### config.mk
export PLATFORM = sky130hd
export DESIGN_NAME = detector_seq_ctrl_flat
export DESIGN_NICKNAME = d
export VERILOG_FILES = /design/src/rtl/detector_seq_ctrl_if.sv /design/src/rtl/detector_seq_ctrl.sv /design/src/flat_wrapper.sv
export SDC_FILE = /design/constraint.sdc
export NUM_CORES = 1
export LEC_CHECK = 0
export CELL_PAD_IN_SITES_DETAIL_PLACEMENT = 1
export CELL_PAD_IN_SITES_GLOBAL_PLACEMENT = 2
export CORE_MARGIN = 2
export CORE_UTILIZATION = 36
export DETAILED_ROUTE_END_ITERATION = 10
export GPL_TIMING_DRIVEN = 0
export PLACE_DENSITY_LB_ADDON = 0.1
export REMOVE_ABC_BUFFERS = 1
export SYNTH_ARGS = -nofsm -noshare
export SYNTH_HDL_FRONTEND = slang
export SYNTH_SLANG_ARGS = --single-unit
### constraint.sdc
create_clock -name clk -period 3.3 [get_ports clk]
set_input_delay 0.66 -clock clk [delete_from_list [all_inputs] [get_ports clk]]
set_output_delay 0.66 -clock clk [all_outputs]
set_load 0.1 [all_outputs]
### src/rtl/detector_seq_ctrl_if.sv
// Bundle of the attempt-request and detector-handshake signals used by
// detector_seq_ctrl. The master side drives requests and the detector
// response; the slave side is the controller.
interface detector_seq_ctrl_if #(
  parameter int CODE_LEN = 12
);
  logic                start;
  logic [CODE_LEN-1:0] code;
  logic                det_out;
  logic                det_in;
  logic                det_rst;
  logic                busy;
  logic                granted;
  logic                denied;
  logic                locked;
  logic [1:0]          fail_cnt;

  modport master (
    output start, code, det_out,
    input  det_in, det_rst, busy, granted, denied, locked, fail_cnt
  );

  modport slave (
    input  start, code, det_out,
    output det_in, det_rst, busy, granted, denied, locked, fail_cnt
  );
endinterface

### src/rtl/detector_seq_ctrl.sv
// Access-attempt sequencer for an external serial sequence detector.
// An accepted attempt clears the detector, shifts the latched code into it
// MSB first, then waits a short window for the match flag. Consecutive
// denials are counted; reaching MAX_FAIL holds the detector in reset for a
// fixed lockout period. Every output is a flop, loaded with the value that
// belongs to the state being entered.
module detector_seq_ctrl #(
  parameter int CODE_LEN    = 12,
  parameter int RESP_WAIT   = 2,
  parameter int MAX_FAIL    = 3,
  parameter int LOCK_CYCLES = 64
) (
  input  logic                clk,
  input  logic                rst,
  detector_seq_ctrl_if.slave  bus
);

  localparam int IDX_W  = $clog2(CODE_LEN + 1);
  localparam int WAIT_W = $clog2(RESP_WAIT + 1);
  localparam int LT_W   = $clog2(LOCK_CYCLES + 1);

  localparam logic [IDX_W-1:0]  IDX_LAST  = IDX_W'(CODE_LEN - 1);
  localparam logic [WAIT_W-1:0] WAIT_LAST = WAIT_W'(RESP_WAIT - 1);
  localparam logic [LT_W-1:0]   LOCK_LAST = LT_W'(LOCK_CYCLES - 1);
  localparam logic [1:0]        FAIL_MAX  = 2'(MAX_FAIL);

  typedef enum logic [2:0] {
    S_IDLE,
    S_CLEAR,
    S_SHIFT,
    S_WAIT,
    S_GRANT,
    S_DENY,
    S_LOCKOUT
  } state_e;

  state_e              state_q,    state_d;
  logic [CODE_LEN-1:0] sreg_q,     sreg_d;
  logic [IDX_W-1:0]    idx_q,      idx_d;
  logic [WAIT_W-1:0]   wait_q,     wait_d;
  logic [LT_W-1:0]     lock_tmr_q, lock_tmr_d;
  logic [1:0]          fail_cnt_q, fail_cnt_d;
  logic                det_in_q,   det_in_d;
  logic                det_rst_q,  det_rst_d;
  logic                busy_q,     busy_d;
  logic                granted_q,  granted_d;
  logic                denied_q,   denied_d;
  logic                locked_q,   locked_d;

  // Next-state and next-output decode; outputs are chosen for the state being entered.
  always_comb begin
    // NOTE: every signal gets a default before the case so no path leaves one
    // unassigned, which would otherwise infer a latch.
    state_d    = state_q;
    sreg_d     = sreg_q;
    idx_d      = idx_q;
    wait_d     = wait_q;
    lock_tmr_d = lock_tmr_q;
    fail_cnt_d = fail_cnt_q;
    det_in_d   = 1'b0;
    det_rst_d  = 1'b0;
    busy_d     = 1'b1;
    granted_d  = 1'b0;
    denied_d   = 1'b0;
    locked_d   = 1'b0;

    unique case (state_q)
      S_IDLE: begin
        busy_d = 1'b0;
        if (bus.start) begin
          // The code is captured here so later changes on the bus are ignored.
          state_d   = S_CLEAR;
          sreg_d    = bus.code;
          det_rst_d = 1'b1;
          busy_d    = 1'b1;
        end
      end

      S_CLEAR: begin
        state_d  = S_SHIFT;
        idx_d    = '0;
        det_in_d = sreg_q[CODE_LEN-1];
        sreg_d   = sreg_q << 1;
      end

      // det_out is deliberately not looked at while bits are still going in.
      S_SHIFT: begin
        if (idx_q == IDX_LAST) begin
          state_d = S_WAIT;
          idx_d   = '0;
          wait_d  = '0;
        end else begin
          idx_d    = idx_q + 1'b1;
          det_in_d = sreg_q[CODE_LEN-1];
          sreg_d   = sreg_q << 1;
        end
      end

      S_WAIT: begin
        if (bus.det_out) begin
          state_d    = S_GRANT;
          granted_d  = 1'b1;
          fail_cnt_d = '0;
        end else if (wait_q == WAIT_LAST) begin
          state_d  = S_DENY;
          denied_d = 1'b1;
          if (fail_cnt_q != FAIL_MAX) begin
            fail_cnt_d = fail_cnt_q + 2'd1;
          end
        end else begin
          wait_d = wait_q + 1'b1;
        end
      end

      S_GRANT: begin
        state_d = S_IDLE;
        busy_d  = 1'b0;
      end

      S_DENY: begin
        if (fail_cnt_q == FAIL_MAX) begin
          state_d    = S_LOCKOUT;
          lock_tmr_d = '0;
          locked_d   = 1'b1;
          det_rst_d  = 1'b1;
        end else begin
          state_d = S_IDLE;
          busy_d  = 1'b0;
        end
      end

      S_LOCKOUT: begin
        if (lock_tmr_q == LOCK_LAST) begin
          state_d    = S_IDLE;
          lock_tmr_d = '0;
          fail_cnt_d = '0;
          busy_d     = 1'b0;
        end else begin
          lock_tmr_d = lock_tmr_q + 1'b1;
          locked_d   = 1'b1;
          det_rst_d  = 1'b1;
        end
      end

      default: begin
        state_d = S_IDLE;
        busy_d  = 1'b0;
      end
    endcase
  end

  // State and output registers with synchronous reset taking priority over start.
  always_ff @(posedge clk) begin
    // NOTE: sequential state uses non-blocking assignments so every flop
    // samples the values from before this edge, independent of statement order.
    if (rst) begin
      state_q    <= S_IDLE;
      // NOTE: the code shift register is cleared too; it is small, and a known
      // value keeps det_in free of stale data after any reset.
      sreg_q     <= '0;
      idx_q      <= '0;
      wait_q     <= '0;
      lock_tmr_q <= '0;
      fail_cnt_q <= '0;
      det_in_q   <= 1'b0;
      det_rst_q  <= 1'b0;
      busy_q     <= 1'b0;
      granted_q  <= 1'b0;
      denied_q   <= 1'b0;
      locked_q   <= 1'b0;
    end else begin
      state_q    <= state_d;
      sreg_q     <= sreg_d;
      idx_q      <= idx_d;
      wait_q     <= wait_d;
      lock_tmr_q <= lock_tmr_d;
      fail_cnt_q <= fail_cnt_d;
      det_in_q   <= det_in_d;
      det_rst_q  <= det_rst_d;
      busy_q     <= busy_d;
      granted_q  <= granted_d;
      denied_q   <= denied_d;
      locked_q   <= locked_d;
    end
  end

  assign bus.det_in   = det_in_q;
  assign bus.det_rst  = det_rst_q;
  assign bus.busy     = busy_q;
  assign bus.granted  = granted_q;
  assign bus.denied   = denied_q;
  assign bus.locked   = locked_q;
  assign bus.fail_cnt = fail_cnt_q;

endmodule

### src/flat_wrapper.sv
// flat-port wrapper written by rule: the top's interface ports become plain ports
module detector_seq_ctrl_flat 
#(
  parameter int CODE_LEN    = 12,
  parameter int RESP_WAIT   = 2,
  parameter int MAX_FAIL    = 3,
  parameter int LOCK_CYCLES = 64
)
  (clk, rst, bus_start, bus_code, bus_det_out, bus_det_in, bus_det_rst, bus_busy, bus_granted, bus_denied, bus_locked, bus_fail_cnt);
  detector_seq_ctrl_if #(.CODE_LEN(CODE_LEN)) bus_i ();
  input  logic clk;
  input  logic rst;
  input wire logic [$bits(bus_i.start)-1:0] bus_start;
  input wire logic [$bits(bus_i.code)-1:0] bus_code;
  input wire logic [$bits(bus_i.det_out)-1:0] bus_det_out;
  output wire logic [$bits(bus_i.det_in)-1:0] bus_det_in;
  output wire logic [$bits(bus_i.det_rst)-1:0] bus_det_rst;
  output wire logic [$bits(bus_i.busy)-1:0] bus_busy;
  output wire logic [$bits(bus_i.granted)-1:0] bus_granted;
  output wire logic [$bits(bus_i.denied)-1:0] bus_denied;
  output wire logic [$bits(bus_i.locked)-1:0] bus_locked;
  output wire logic [$bits(bus_i.fail_cnt)-1:0] bus_fail_cnt;
  assign bus_i.start = bus_start;
  assign bus_i.code = bus_code;
  assign bus_i.det_out = bus_det_out;
  assign bus_det_in = bus_i.det_in;
  assign bus_det_rst = bus_i.det_rst;
  assign bus_busy = bus_i.busy;
  assign bus_granted = bus_i.granted;
  assign bus_denied = bus_i.denied;
  assign bus_locked = bus_i.locked;
  assign bus_fail_cnt = bus_i.fail_cnt;
  detector_seq_ctrl #(.CODE_LEN(CODE_LEN), .RESP_WAIT(RESP_WAIT), .MAX_FAIL(MAX_FAIL), .LOCK_CYCLES(LOCK_CYCLES)) u_core (.clk(clk), .rst(rst), .bus(bus_i));
endmodule
Yosys cells after proc, flatten, opt, wreduce, memory -nomap -nowiden
Cells that the tools add are included. Widths: inputs -> output; s select.

Add/subtract/negate cells: 4. Multipliers: 0. Div/mod/pow operators: 0. $lt $le $gt $ge: 0. Equal/unequal tests: 19. Shifts and indexed selects: 0. Mux-type cells: 34. Bitwise logic cells: 1. Reductions and logical operators: 14.

Operators with widths (number): $pmux 12 s3 (1); $mux 12 (2); $mux 3 (6); $pmux 3 s6 (1); $mux 2 (7); $mux 7 (2); $pmux 7 s2 (1); $reduce_and 4->1 (3); $ne 2x2->1 const B (5); $pmux 2 s2 (2); $pmux 4 s2 (1); $reduce_bool 2->1 (4); $add 7x1->7 const B (1); $eq 7x6->1 const B (1); $eq 3x2->1 const B (2); $eq 3x3->1 const B (2); $mux 1 (6); $ne 2x1->1 const B (3); $ne 3x2->1 const B (2); $reduce_or 3->1 (2); $add 2x1->2 const B (2); $add 4x1->4 const B (1); $eq 4x4->1 const B (1); $mux 4 (1); other kinds (12) (13).

Register bits after elaboration: 36. Latch bits: 0. Bits in writable memories: 0. ROM bits: 0. Output and inout port bits: 8. Word-level logic and storage cells: 84. Memories: 0.

Longest topological paths before layout
Gate-level depths: netlist of the first run.

Depth in word-level cells: 5. Gate-level depth with buffers: 6. Gate-level depth less buffers: 6.

Worst setup path after synthesis of the first run
No wires, ideal clock.

Path kind: register to register. Start: reg u_core.fail_cnt_q[0] (netlist: u_core.bus.fail_cnt[0]). End: reg u_core.lock_tmr_q[2]. Library setup time: 0.132 ns. Arrival: 1.896 ns. Data required time: 3.168 ns. Setup slack: 1.272 ns. Stages on the path, launching flop included: 6. Buffers on the path: 0. Cell sequence: dfxtp_1 > ha_1 > nand4b_1 > and2_1 > o21ai_0 > a21oi_1.

Longest elaborated chain between the ends: 3.

RTL lines: from (decl) (line detector_seq_ctrl.sv:42) `logic [1:0] fail_cnt_q, fail_cnt_d;`; from (signal assigned) (line detector_seq_ctrl.sv:177) `fail_cnt_q <= fail_cnt_d;`; $eq 2x2->1 (line detector_seq_ctrl.sv:121) `if (fail_cnt_q == FAIL_MAX) begin`; $ne 2x1->1 (no source line); $reduce_and 2->1 (no source line); to (signal assigned) (line detector_seq_ctrl.sv:176) `lock_tmr_q <= lock_tmr_d;`; to (decl) (line detector_seq_ctrl.sv:41) `logic [LT_W-1:0] lock_tmr_q, lock_tmr_d;`.

No other way between the ends. A chain may end at the register's enable or synchronous reset.

==> flow_metrics.env, run 1 <==
export IMPL_result_of_the_run="finished clean"
export IMPL_first_pass_grt_wire_length_um=7310
export IMPL_post_cts_repair_setup_buffers=0
export IMPL_max_capacitance_violation_total=0
export IMPL_path_class="input port to flip-flop"
export IMPL_slowest_delay_ns=1.31
export IMPL_crit_path_cell_trace="clkdlybuf4s50_1 > nor2_1 > nand4_1 > inv_1 > a31o_1"
export IMPL_half_perimeter_wire_length_after_detailed_placement_um=2960
export IMPL_grt_setup_unrepaired="false"
export IMPL_number_of_global_route_vias_before_repair=1603
export IMPL_timing_hold_violations_final=0
export IMPL_synth_most_common_cell="dfxtp_1"
export IMPL_cts_resized=0
export IMPL_globalRoute_totalOverflow=0
export IMPL_final_setup_tns_ns=0
export IMPL_worst_pin_slew_ns=1.25
export IMPL_post_synth_top_area_cell="dfxtp_1"
export IMPL_fin_crit_ns=2.51
export IMPL_synth_top_cell_area_share=0.400
export IMPL_floorplan_die_height_um=74.8
export IMPL_slack_of_the_worst_reg_to_reg_path_ns=0.99
export IMPL_async_reset_ff_frac=0
export IMPL_drcViolationCount=0
export IMPL_worst_setup_path_start_kind="input port"
export IMPL_r2r_start="u_core.state_q[1]"
export IMPL_drv_slew=0
export IMPL_pwr_density_cell_mw_per_mm2=807
export IMPL_holdCritPathClass="flip-flop to flip-flop"
export IMPL_yosysWarningCount=0
export IMPL_syn_to_final_growth_pct=18.3
export IMPL_core_box_area_mm2=0.00479
export IMPL_worstPathBufferInverterCount=2
export IMPL_timing_hold_worst_endpoint="u_core.sreg_q[0]"
export IMPL_maxClockFrequency_mhz=399
export IMPL_final_stage_net_count=237
export IMPL_drt_pre_antenna_iters=4
export IMPL_synth_edff_count=0
export IMPL_placementRows=25
export IMPL_pre_cts_slack_ns=0.435
export IMPL_n_antenna_cell=0
export IMPL_synth_seq_area_share=0.400
export IMPL_clock_network_latency_to_the_later_pin_of_the_worst_skew_pair_ns=0.28
export IMPL_drt_iter0_markers=73
export IMPL_reg2regPathDepth=4
export IMPL_synth_cell_area_mm2=0.00180
export IMPL_start_util=0.377
export IMPL_synth_top_cells_by_count="dfxtp_1, nor2_1, mux2i_1, a211oi_1, a21oi_1"
export IMPL_remaining_antenna_violation_count_after_routing=0
export IMPL_globalplace_congestion=0.761
export IMPL_grt_start_max_net_pins=35
export IMPL_area_of_the_die_mm2=0.00559
export IMPL_drive_gt1_frac=0.0645
export IMPL_syn_mean_instance_area_um2=8.97
export IMPL_postSynthCellCount=201
export IMPL_power_ir_vdd_worst_mv=0.333
export IMPL_route_vias_total=1530
export IMPL_drt_wirelength_per_cell_um=14.8
export IMPL_cts_clk_slew_worst_paths_ns=0.07
export IMPL_crit_required_ns=3.48
export IMPL_cts_tree="yes"
export IMPL_port_buffers=23
export IMPL_flops_latches_synth=36
export IMPL_finalCritPeriodShare=0.760
export IMPL_leakage_power_of_the_design_nw=0.780
export IMPL_post_route_worst_setup_slack_ns=0.791
export IMPL_worst_case_clock_buffer_depth=2
export IMPL_worst_slew_margin_rel=0.162
export IMPL_routed_wirelength_um=4210
export IMPL_cts_htree_levels=2
export IMPL_min_path_cells=2
export IMPL_timing_clock_skew_ns=0.00195
export IMPL_ys_dominant_reg_cell="dfxtp_1"
export IMPL_critical_path_endpoint_type="flip-flop"
export IMPL_grtUsageTotal=0.172
export IMPL_hold_start="u_core.sreg_q[0]"
export IMPL_pin_count=24
export IMPL_cts_made_buffers=5
export IMPL_netlist_top_cells_area="dfxtp_1, mux2i_1, nor2_1, a211oi_1, a21oi_1"
export IMPL_reg_to_reg_end="u_core.sreg_q[1]"
export IMPL_viasPerCell=5.39
export IMPL_grt_antenna_before_repair=0
export IMPL_critical_path_arrival_ns=2.69
export IMPL_critical_path_peak_fanout=34
export IMPL_postCtsHoldBufs=0
export IMPL_clock_root_buffer="clkbuf_8"
export IMPL_cell_type_of_the_slowest_stage_on_the_worst_timing_path="clkdlybuf4s50_1"
export IMPL_netlist_cell_type_count=53
export IMPL_final_setup_viols=0
export IMPL_critical_path_top_delay_family="buffers and inverters"
export IMPL_die_w_um=74.8
export IMPL_tritoncts_num_sinks=36
[worst max path at each step]
stage | startpoint | endpoint | slack (ns) | cells after the start
3_5_place_dp | rst | u_core.state_q[0] | 0.43 | 5
5_1_grt | rst | u_core.state_q[0] | 0.56 | 5
3_3_place_gp | rst | u_core.state_q[0] | 0.49 | 5
4_1_cts | rst | u_core.state_q[0] | 0.74 | 5
2_1_floorplan | u_core.bus.fail_cnt[0] | u_core.lock_tmr_q[2] | 1.26 | 5
6_report | rst | u_core.state_q[0] | 0.79 | 5
[layout make-up]
type | count | area, µm²
multi-input combinational | 144 | 976
clock buffer | 7 | 96.3
timing repair buffer | 23 | 230
sequential | 36 | 721
inverter | 7 | 26.3
tap | 67 | 83.8
fill | 566 | 2650
[per-stage QoR]
stage	instance area (µm²)	hold WS, ns	total power, mW	instances	util
2_1_floorplan	1720	0.439	1.20	187	-
3_3_place_gp	2040	0.455	1.35	277	0.426
3_5_place_dp	2040	0.464	1.40	277	0.426
4_1_cts	2130	0.476	1.74	284	0.446
5_1_grt	2130	0.503	1.85	284	0.446
6_report	2130	0.475	1.72	284	0.446
[flip-flops by register name, summed over array words and instances, names as in the netlist]
signal               flops
u_core.bus.locked        1
u_core.idx_q             4
u_core.bus.granted       1
u_core.bus.fail_cnt      2
u_core.bus.busy          1
u_core.bus.det_rst       1
u_core.bus.denied        1
u_core.sreg_q           12
u_core.wait_q            2
u_core.lock_tmr_q        7
u_core.state_q           3
u_core.bus.det_in        1
[report_power, final]
group / total [mW] / switching, mW / internal (mW)
clock: 0.337 / 0.152 / 0.186
combinational: 0.706 / 0.411 / 0.295
sequential: 0.678 / 0.134 / 0.543
total: 1.72 / 0.697 / 1.02
[routing by layer]
| metal | track usage | part of all wire | vias up |
|---|---|---|---|
| li1 | - | - | 772 |
| met1 | 0.202 | 0.46 | 724 |
| met2 | 0.296 | 0.49 | 24 |
| met3 | 0.0415 | 0.030 | 10 |
| met4 | 0.0774 | 0.022 | 0 |
| met5 | 0 | 0 | - |
[kinds of logic (layout without fill, tap and decap cells)]
| group | after synthesis | count (layout) | share of synthesized area |
|---|---|---|---|
| simple gates | 71 | 71 | 0.215 |
| compound gates | 54 | 54 | 0.216 |
| flops | 36 | 36 | 0.400 |
| buf+inv | 21 | 37 | 0.0590 |
| mux | 14 | 14 | 0.0777 |
| fa+ha+maj | 4 | 4 | 0.0278 |
| xor+xnor | 1 | 1 | 0.00486 |
[cell usage in the layout (no fill, tap or decap), drive strengths merged, types with 4 or more instances in the layout]
| master | n |
|---|---|
| dfxtp | 36 |
| a21oi | 11 |
| nand2 | 9 |
| mux2i | 14 |
| nor3 | 6 |
| clkbuf | 7 |
| nand3 | 5 |
| clkdlybuf4s50 | 23 |
| inv | 7 |
| ha | 4 |
| nand2b | 5 |
| a211oi | 12 |
| nor2 | 26 |
| o21ai | 9 |
[tightest hold or removal path, delay by kind of cell, from the launching register on]
kind	cells	cell delay, ns
AO/OA/AOI/OAI	1	0.05
flip-flops	1	0.31
AND/OR/NAND/NOR	1	0.06
(Power assumes the default switching activity.)
==> run 2, diff against run 1 <==
- CORE_UTILIZATION: 36 -> 33
- clock period: 3.3 -> 2.4 ns (I/O delays scaled with it)
==> flow_metrics.env, run 2 (synthesis results as in run 1) <==
export IMPL_remaining_antenna_violation_count_after_routing=0
export IMPL_regMostFlops="u_core.sreg_q"
export IMPL_floorplan_die_height_um=77.9
export IMPL_post_route_worst_setup_slack_ns=0.122
export IMPL_final_cell_mix="dfxtp_1, nor2_1, clkdlybuf4s50_1"
export IMPL_critical_path_peak_fanout=4
export IMPL_worst_slew_margin_rel=0.143
export IMPL_grt_start_max_net_pins=35
export IMPL_drcViolationCount=0
export IMPL_n_antenna_cell=0
export IMPL_clock_root_buffer="clkbuf_8"
export IMPL_tritoncts_num_sinks=36
export IMPL_cts_clk_slew_worst_paths_ns=0.08
export IMPL_result_of_the_run="finished clean"
export IMPL_critical_path_top_delay_family="buffers and inverters"
export IMPL_wl_met2_um=2080
export IMPL_route_vias_total=1558
export IMPL_crit_required_ns=1.92
export IMPL_viasPerCell=5.39
export IMPL_slack_of_the_worst_reg_to_reg_path_ns=0.26
export IMPL_fillers=615
export IMPL_grt_antenna_before_repair=0
export IMPL_number_of_global_route_vias_before_repair=1531
export IMPL_placementRows=26
export IMPL_maxClockFrequency_mhz=439
export IMPL_drt_wirelength_per_cell_um=14.6
export IMPL_wl_met3_um=116
export IMPL_holdCritPathClass="flip-flop to flip-flop"
export IMPL_final_setup_viols=0
export IMPL_grtUsageTotal=0.150
export IMPL_worst_pin_slew_ns=1.29
export IMPL_worst_case_clock_buffer_depth=2
export IMPL_globalRoute_totalOverflow=0
export IMPL_critical_path_arrival_ns=1.80
export IMPL_start_util=0.346
export IMPL_crit_path_cell_trace="clkdlybuf4s50_1"
export IMPL_final_stage_net_count=238
export IMPL_wl_met1_um=2010
export IMPL_post_cts_repair_setup_buffers=0
export IMPL_area_of_the_die_mm2=0.00607
export IMPL_cts_htree_levels=2
export IMPL_fin_crit_ns=2.28
export IMPL_finalCritPeriodShare=0.949
export IMPL_timing_hold_violations_final=0
export IMPL_highest_signal_layer="met4"
export IMPL_leakage_power_of_the_design_nw=0.781
export IMPL_layout_top_registers="u_core.sreg_q (12), u_core.lock_tmr_q (7), u_core.idx_q (4)"
export IMPL_timing_clock_skew_ns=0.0106
export IMPL_critical_path_endpoint_type="output port"
export IMPL_clock_network_latency_to_the_later_pin_of_the_worst_skew_pair_ns=0.29
export IMPL_core_box_area_mm2=0.00520
export IMPL_max_capacitance_violation_total=0
export IMPL_first_pass_grt_wire_length_um=7270
export IMPL_half_perimeter_wire_length_after_detailed_placement_um=2950
export IMPL_power_ir_vdd_worst_mv=0.418
export IMPL_drt_pre_antenna_iters=4
export IMPL_pin_count=24
export IMPL_pwr_density_cell_mw_per_mm2=1100
export IMPL_pre_cts_slack_ns=-0.312
export IMPL_drive_gt1_frac=0.0731
export IMPL_worstPathBufferInverterCount=1
export IMPL_drv_slew=0
export IMPL_final_setup_tns_ns=0
export IMPL_grt_setup_unrepaired="false"
export IMPL_routed_wirelength_um=4230
export IMPL_drt_iter0_markers=93
export IMPL_path_class="flip-flop to output port"
export IMPL_globalplace_congestion=0.732
export IMPL_die_w_um=77.9
export IMPL_cell_type_of_the_slowest_stage_on_the_worst_timing_path="clkdlybuf4s50_1"
export IMPL_slowest_delay_ns=1.15
export IMPL_syn_to_final_growth_pct=19.9
export IMPL_cts_made_buffers=5
export IMPL_most_common_cell_after_layout_fill_and_taps_aside="dfxtp_1"
export IMPL_worst_setup_path_start_kind="flip-flop"
export IMPL_largest_register_ffs=12
export IMPL_cts_tree="yes"
export IMPL_port_buffers=23
run 2: path summary, 6_finish.rpt:
| path | startpoint | to | cells after the start |
|---|---|---|---|
| min reg2reg | u_core.sreg_q[0] | u_core.sreg_q[0] | 2 |
| max | u_core.bus.fail_cnt[0] | bus_fail_cnt[0] | 1 |
| min | u_core.sreg_q[0] | u_core.sreg_q[0] | 2 |
| max reg2reg | u_core.state_q[1] | u_core.sreg_q[6] | 4 |
run 2: layout make-up:
type	count	area, µm²	share of cell area
multi-input cells	145	1000	0.464
flip-flops and latches	36	722	0.334
repair buffers	23	229	0.106
well taps	70	87.6	0.0405
clock buffers	7	86.3	0.0399
inverters	7	26.3	0.0122
clock inverters	1	7.51	0.00347
run 2: per-layer routing:
| layer | global-route usage | up-vias |
|---|---|---|
| met4 | 0.0421 | 0 |
| met1 | 0.188 | 760 |
| met2 | 0.249 | 18 |
| li1 | - | 778 |
| met3 | 0.0430 | 2 |
| met5 | 0 | - |
run 2: timing repair:
action | in CTS | in global routing
cloned | 0 | 1
pin swaps | 0 | 1
setup endpoints to repair | 1 | 12
hold buffers | 0 | 0
resized for setup | 1 | 2
run 2: through the flow:
stage | instance area (µm²) | cells | hold slack [ns] | total power, mW | util
final | 2160 | 289 | 0.482 | 2.39 | 0.415
after global routing | 2160 | 289 | 0.503 | 2.58 | 0.415
after CTS | 2130 | 288 | 0.478 | 2.37 | 0.410
after detailed placement | 2040 | 280 | 0.464 | 1.91 | 0.392
after global placement | 2040 | 280 | 0.455 | 1.86 | 0.392
after floorplan | 1720 | 187 | 0.439 | 1.66 | -
run 2: power by group:
| group | total [mW] | switching [mW] | internal, mW | leakage, nW |
|---|---|---|---|---|
| registers | 0.944 | 0.195 | 0.749 | 0.294 |
| logic | 0.993 | 0.570 | 0.423 | 0.442 |
| clock network | 0.452 | 0.219 | 0.233 | 0.0445 |
| total | 2.39 | 0.984 | 1.41 | 0.781 |
